## src/rtl/pc_pkg.sv

```systemverilog
// ---------------------------------------------------------------------------
// pc_pkg
//   Shared definitions for the program counter slice.
//   - PC_WIDTH_DEFAULT : default PC/address width in bits
//   - PC_RESET_DEFAULT : default value the PC takes while reset is asserted
//   - pc_sel_e         : decoded next-PC select (hold / increment / load)
//   - pc_decode()      : priority decode of the LoadPC/IncPC control pair
// ---------------------------------------------------------------------------
package pc_pkg;

    localparam int unsigned PC_WIDTH_DEFAULT = 8;
    localparam int unsigned PC_RESET_DEFAULT = 0;

    typedef enum logic [1:0] {
        PC_HOLD,
        PC_INC,
        PC_LOAD
    } pc_sel_e;

    // Load has priority over increment; neither asserted means hold.
    function automatic pc_sel_e pc_decode(input logic load_pc, input logic inc_pc);
        if (load_pc) begin
            return PC_LOAD;
        end
        if (inc_pc) begin
            return PC_INC;
        end
        return PC_HOLD;
    endfunction

endpackage

```

## src/rtl/pc_next_sel.sv

```systemverilog
// ---------------------------------------------------------------------------
// pc_next_sel
//   Combinational next-PC selection for program_counter.
//   Optional feature macro: PC_WRAP_DETECT_EN (adds wrap_cond output).
//   Ports:
//     LoadPC     in   1      load request (highest priority)
//     IncPC      in   1      increment request
//     count      in   WIDTH  current PC value
//     new_count  in   WIDTH  load target address
//     next_count out  WIDTH  PC value to register on the next edge
//     wrap_cond  out  1      increment from all-ones to zero this cycle
//                            (only with PC_WRAP_DETECT_EN)
// ---------------------------------------------------------------------------
module pc_next_sel
    import pc_pkg::*;
#(
    parameter int unsigned WIDTH = PC_WIDTH_DEFAULT
) (
    input  logic             LoadPC,
    input  logic             IncPC,
    input  logic [WIDTH-1:0] count,
    input  logic [WIDTH-1:0] new_count,
    output logic [WIDTH-1:0] next_count
`ifdef PC_WRAP_DETECT_EN
    ,
    output logic             wrap_cond
`endif
);

    pc_sel_e sel;

    always_comb begin
        sel = pc_decode(LoadPC, IncPC);
    end

    always_comb begin
        next_count = count;
        case (sel)
            PC_LOAD: next_count = new_count;
            // Natural overflow of the WIDTH-bit add gives modulo-2^WIDTH wrap.
            PC_INC:  next_count = count + WIDTH'(1);
            PC_HOLD: next_count = count;
            default: next_count = count;
        endcase
    end

`ifdef PC_WRAP_DETECT_EN
    // Only a genuine increment out of all-ones counts; a load of zero does not.
    always_comb begin
        wrap_cond = (sel == PC_INC) && (count == '1);
    end
`endif

endmodule

```

## src/rtl/program_counter.sv

```systemverilog
// ---------------------------------------------------------------------------
// program_counter
//   Processor program counter: holds, increments by one, or loads a jump
//   target on each rising clock edge. Reset is asynchronous, active-low.
//   Optional feature macro: PC_WRAP_DETECT_EN (adds the wrap output).
//   Ports:
//     clk        in   1      rising-edge system clock
//     reset      in   1      asynchronous active-low reset (0 = reset)
//     LoadPC     in   1      load new_count on next edge (wins over IncPC)
//     IncPC      in   1      increment count on next edge
//     new_count  in   WIDTH  jump/branch target address
//     count      out  WIDTH  current PC, registered
//     wrap       out  1      one-cycle pulse when an increment wraps to 0
//                            (only with PC_WRAP_DETECT_EN)
// ---------------------------------------------------------------------------
module program_counter
    import pc_pkg::*;
#(
    parameter int unsigned      WIDTH       = PC_WIDTH_DEFAULT,
    parameter logic [WIDTH-1:0] RESET_VALUE = WIDTH'(PC_RESET_DEFAULT)
) (
    input  logic             clk,
    input  logic             reset,
    input  logic             LoadPC,
    input  logic             IncPC,
    input  logic [WIDTH-1:0] new_count,
    output logic [WIDTH-1:0] count
`ifdef PC_WRAP_DETECT_EN
    ,
    output logic             wrap
`endif
);

    logic [WIDTH-1:0] next_count;
`ifdef PC_WRAP_DETECT_EN
    logic             wrap_cond;
`endif

    pc_next_sel #(
        .WIDTH(WIDTH)
    ) u_next_sel (
        .LoadPC    (LoadPC),
        .IncPC     (IncPC),
        .count     (count),
        .new_count (new_count),
        .next_count(next_count)
`ifdef PC_WRAP_DETECT_EN
        ,
        .wrap_cond (wrap_cond)
`endif
    );

    always_ff @(posedge clk or negedge reset) begin
        if (!reset) begin
            count <= RESET_VALUE;
        end else begin
            count <= next_count;
        end
    end

`ifdef PC_WRAP_DETECT_EN
    // Registered pulse: cleared on any edge without a fresh wrap.
    always_ff @(posedge clk or negedge reset) begin
        if (!reset) begin
            wrap <= 1'b0;
        end else begin
            wrap <= wrap_cond;
        end
    end
`endif

endmodule

```

## config.mk

```make
export PLATFORM = sky130hd
export DESIGN_NAME = program_counter
export DESIGN_NICKNAME = d
export VERILOG_FILES = /design/src/rtl/pc_pkg.sv /design/src/rtl/pc_next_sel.sv /design/src/rtl/program_counter.sv
export SDC_FILE = /design/constraint.sdc
export NUM_CORES = 1
export LEC_CHECK = 0
export ABC_AREA = 1
export CORE_AREA = 5 5 42 44
export CTS_BUF_LIST = sky130_fd_sc_hd__clkbuf_8
export CTS_CLUSTER_SIZE = 8
export DETAILED_ROUTE_END_ITERATION = 8
export DIE_AREA = 0 0 47 49
export PLACE_DENSITY = 0.78
export SYNTH_ARGS = -nofsm -noshare
export SYNTH_HDL_FRONTEND = slang
export SYNTH_SLANG_ARGS = --single-unit
```

## constraint.sdc

```tcl
create_clock -name clk -period 2.1 [get_ports clk]
set_clock_uncertainty 0.15 [all_clocks]
set_input_delay 0.315 -clock clk [delete_from_list [all_inputs] [get_ports clk]]
set_output_delay 0.315 -clock clk [all_outputs]
set_load 0.02 [all_outputs]
```

==> results.sh <==
export IMPL_synthAdderAreaFrac_pct=2.56
export IMPL_antenna_found_initial=0
export IMPL_reg_top3="count x8"
export IMPL_place_inst=98
export IMPL_core_um2=1400
export IMPL_cpPeakStageDelay_ns=0.64
export IMPL_synth_compound_area_share_pct=13.3
export IMPL_slew_viol_final=0
export IMPL_seq_power_share_pct=37.3
export IMPL_dieArea_um2=2300
export IMPL_p_leak_uw=0.000321
export IMPL_status="finished, final reports clean"
export IMPL_period_minus_slack_ns=1.78
export IMPL_hold_viol=0
export IMPL_finalNonFillerCells=101
export IMPL_ir_worst_vdd_uv=389
export IMPL_worstPathMaxFanout=5
export IMPL_maxCapViolations=0
export IMPL_numCtsBuffers=3
export IMPL_vias_per_cell=4.87
export IMPL_combPwrFrac_pct=26.6
export IMPL_wl_per_cell_um=11.4
export IMPL_crit_chain="clkdlybuf4s50_1"
export IMPL_rsz0062_at_grt="no"
export IMPL_setup_viol=0
export IMPL_p_sw_uw=159
export IMPL_clock_sinks=8
export IMPL_fill_cells=135
export IMPL_p_per_area_nw_per_um2=724
export IMPL_slowest_stage="clkdlybuf4s50_1"
export IMPL_netlist_area_um2=488
export IMPL_cts_root_buffer="clkbuf_8"
export IMPL_critPathCaptureType="primary output"
export IMPL_worstMarginPinSlew_ns=0.394
export IMPL_p_int_uw=369
export IMPL_ios=20
export IMPL_drc=0
export IMPL_yosysWarningCount=0
export IMPL_cts_tree="yes"
export IMPL_synth_simple_area_share_pct=32.6
export IMPL_cp_top_family="buffers and inverters"
export IMPL_synth_mux_area_share_pct=0
export IMPL_crit_path_start_kind="flop"
export IMPL_overflow=0
export IMPL_portBuffers=19
export IMPL_holdBufCountCts=0
export IMPL_power_frac_clock_pct=36.1
export IMPL_fin_crit_sh_pct=84.8
export IMPL_avgSynthCellArea_um2=7.62
export IMPL_hold_class="primary input to async pin"
export IMPL_die_y_um=49
export IMPL_largest_reg_flops=8
export IMPL_diodes=0
export IMPL_cts_htree_levels=1
export IMPL_syn_nets=77
export IMPL_worst_slack_ns=0.320
export IMPL_grt_max_degree=10
export IMPL_crit_required_ns=1.63
export IMPL_syn_to_final_growth_pct=49.2
export IMPL_regMostFlops="count"
export IMPL_grt_pass1_vias=456
export IMPL_dp_slack_ns=0.388
export IMPL_fin_util_pct=52.0
export IMPL_postRouteAntennaNets=0
export IMPL_post_cts_buffers=0
export IMPL_synth_top_family_by_area="simple AND/OR/NAND/NOR gates"
export IMPL_cts_path_max_buffers=2
export IMPL_netSwitchingFraction_pct=30.1
export IMPL_synthDistinctLibCells=16
export IMPL_num_nets_final=100
export IMPL_grt_pass1_wl_um=1850
export IMPL_drtIter0Drc=21
export IMPL_drt_total_wl_um=1160
export IMPL_path_clk_slew_ns=0.04
export IMPL_cts_resized=0
export IMPL_die_w_um=47
export IMPL_place_congestion=0.782
export IMPL_drtPass1Iterations=4
export IMPL_fmax_mhz=562
export IMPL_layout_common_cells="nand2_1 (21), clkdlybuf4s50_1 (19), nand3_1 (8), dfrtp_1 (8), a22oi_1 (5)"
export IMPL_dpl_hpwl_um=883
export IMPL_tns_ns=0
export IMPL_vias=492
export IMPL_synthCells=64
export IMPL_ys_seq_elements=8
export IMPL_initial_utilization_pct=34.8
export IMPL_drive_gt1_share_pct=10.6
export IMPL_yosysSeqAreaShare_pct=41.0
export IMPL_layout_commonest_cell="nand2_1"
export IMPL_critPathBufInv=1
export IMPL_grt_usage_pct=11.0
export IMPL_arrival_ns=1.31
export IMPL_synth_xor_area_share_pct=3.59
export IMPL_worstSetupPathType="flop to primary output"
export IMPL_rows=14
export IMPL_relSlewSlack_pct=73.6
export IMPL_worstSkewPairLatency_ns=0.23
[power groups by stage]
stage / clock network (uW) / logic, uW / registers (uW)
global placement: 0 / 140 / 199
global route: 196 / 153 / 200
finish: 191 / 140 / 197
CTS: 193 / 142 / 197
floorplan: 0 / 52.8 / 216
detailed placement: 0 / 141 / 199
[synth_stat cells]
library cell | number | share of area, %
dfrtp_1 | 8 | 41
nand2_1 | 21 | 16
o211ai_1 | 1 | 1.5
nor2_1 | 4 | 3.1
buf_6 | 1 | 2.3
inv_1 | 4 | 3.1
ha_1 | 1 | 2.6
nand3_1 | 8 | 8.2
a22oi_1 | 5 | 7.7
xnor2_1 | 1 | 1.8
o21bai_1 | 2 | 3.1
nand2_2 | 2 | 2.6
a21oi_1 | 1 | 1.0
inv_2 | 2 | 1.5
xor2_1 | 1 | 1.8
nor2_2 | 2 | 2.6
[path summary, 6_finish.rpt]
| kind | end | from | slack (ns) | cells after the start |
|---|---|---|---|---|
| min in group clk | count[7] | count[7] | 0.41 | 2 |
| setup / recovery | count[4] | count[4] | 0.32 | 1 |
| hold / removal | count[0] | reset | 0.22 | 1 |
| setup reg to reg | count[6] | count[1] | 0.80 | 6 |
| hold reg to reg | count[7] | count[7] | 0.41 | 2 |
| max in group asynchronous | count[3] | reset | 1.29 | 1 |
[metal layers]
metal | vias to the layer above | routed length (um) | share of wire (%) | GRT usage [%]
met5 | - | 0 | 0 | 0
met4 | 0 | 30 | 2.6 | 5.53
met3 | 3 | 77 | 6.7 | 2.58
met2 | 17 | 538 | 47 | 15.4
met1 | 217 | 508 | 44 | 15.2
li1 | 255 | - | - | -
[per-stage QoR]
step,cell area (um2),hold slack [ns],power (uW)
after floorplan,488,-0.131,269
final,728,0.225,527
after detailed placement,687,0.402,339
after global placement,687,0.398,339
after global routing,728,0.250,549
after CTS,728,0.238,532
[layout make-up]
| type | count | area (um2) | share of cell area (%) |
|---|---|---|---|
| multi-input combinational | 49 | 254 | 34.9 |
| inverter | 6 | 22.5 | 3.09 |
| timing repair buffer | 19 | 190 | 26.1 |
| tap | 16 | 20.0 | 2.75 |
| clock buffer | 3 | 41.3 | 5.67 |
| sequential | 8 | 200 | 27.5 |
[kinds of logic (layout without fill, tap and decap cells)]
logic type | after synthesis | in the layout
AO/OA/AOI/OAI | 9 | 9
XOR/XNOR | 2 | 2
adder cells (fa/ha/maj) | 1 | 1
buffers and inverters | 7 | 28
flip-flops | 8 | 8
AND/OR/NAND/NOR | 37 | 37
(Power assumes the default switching activity.)
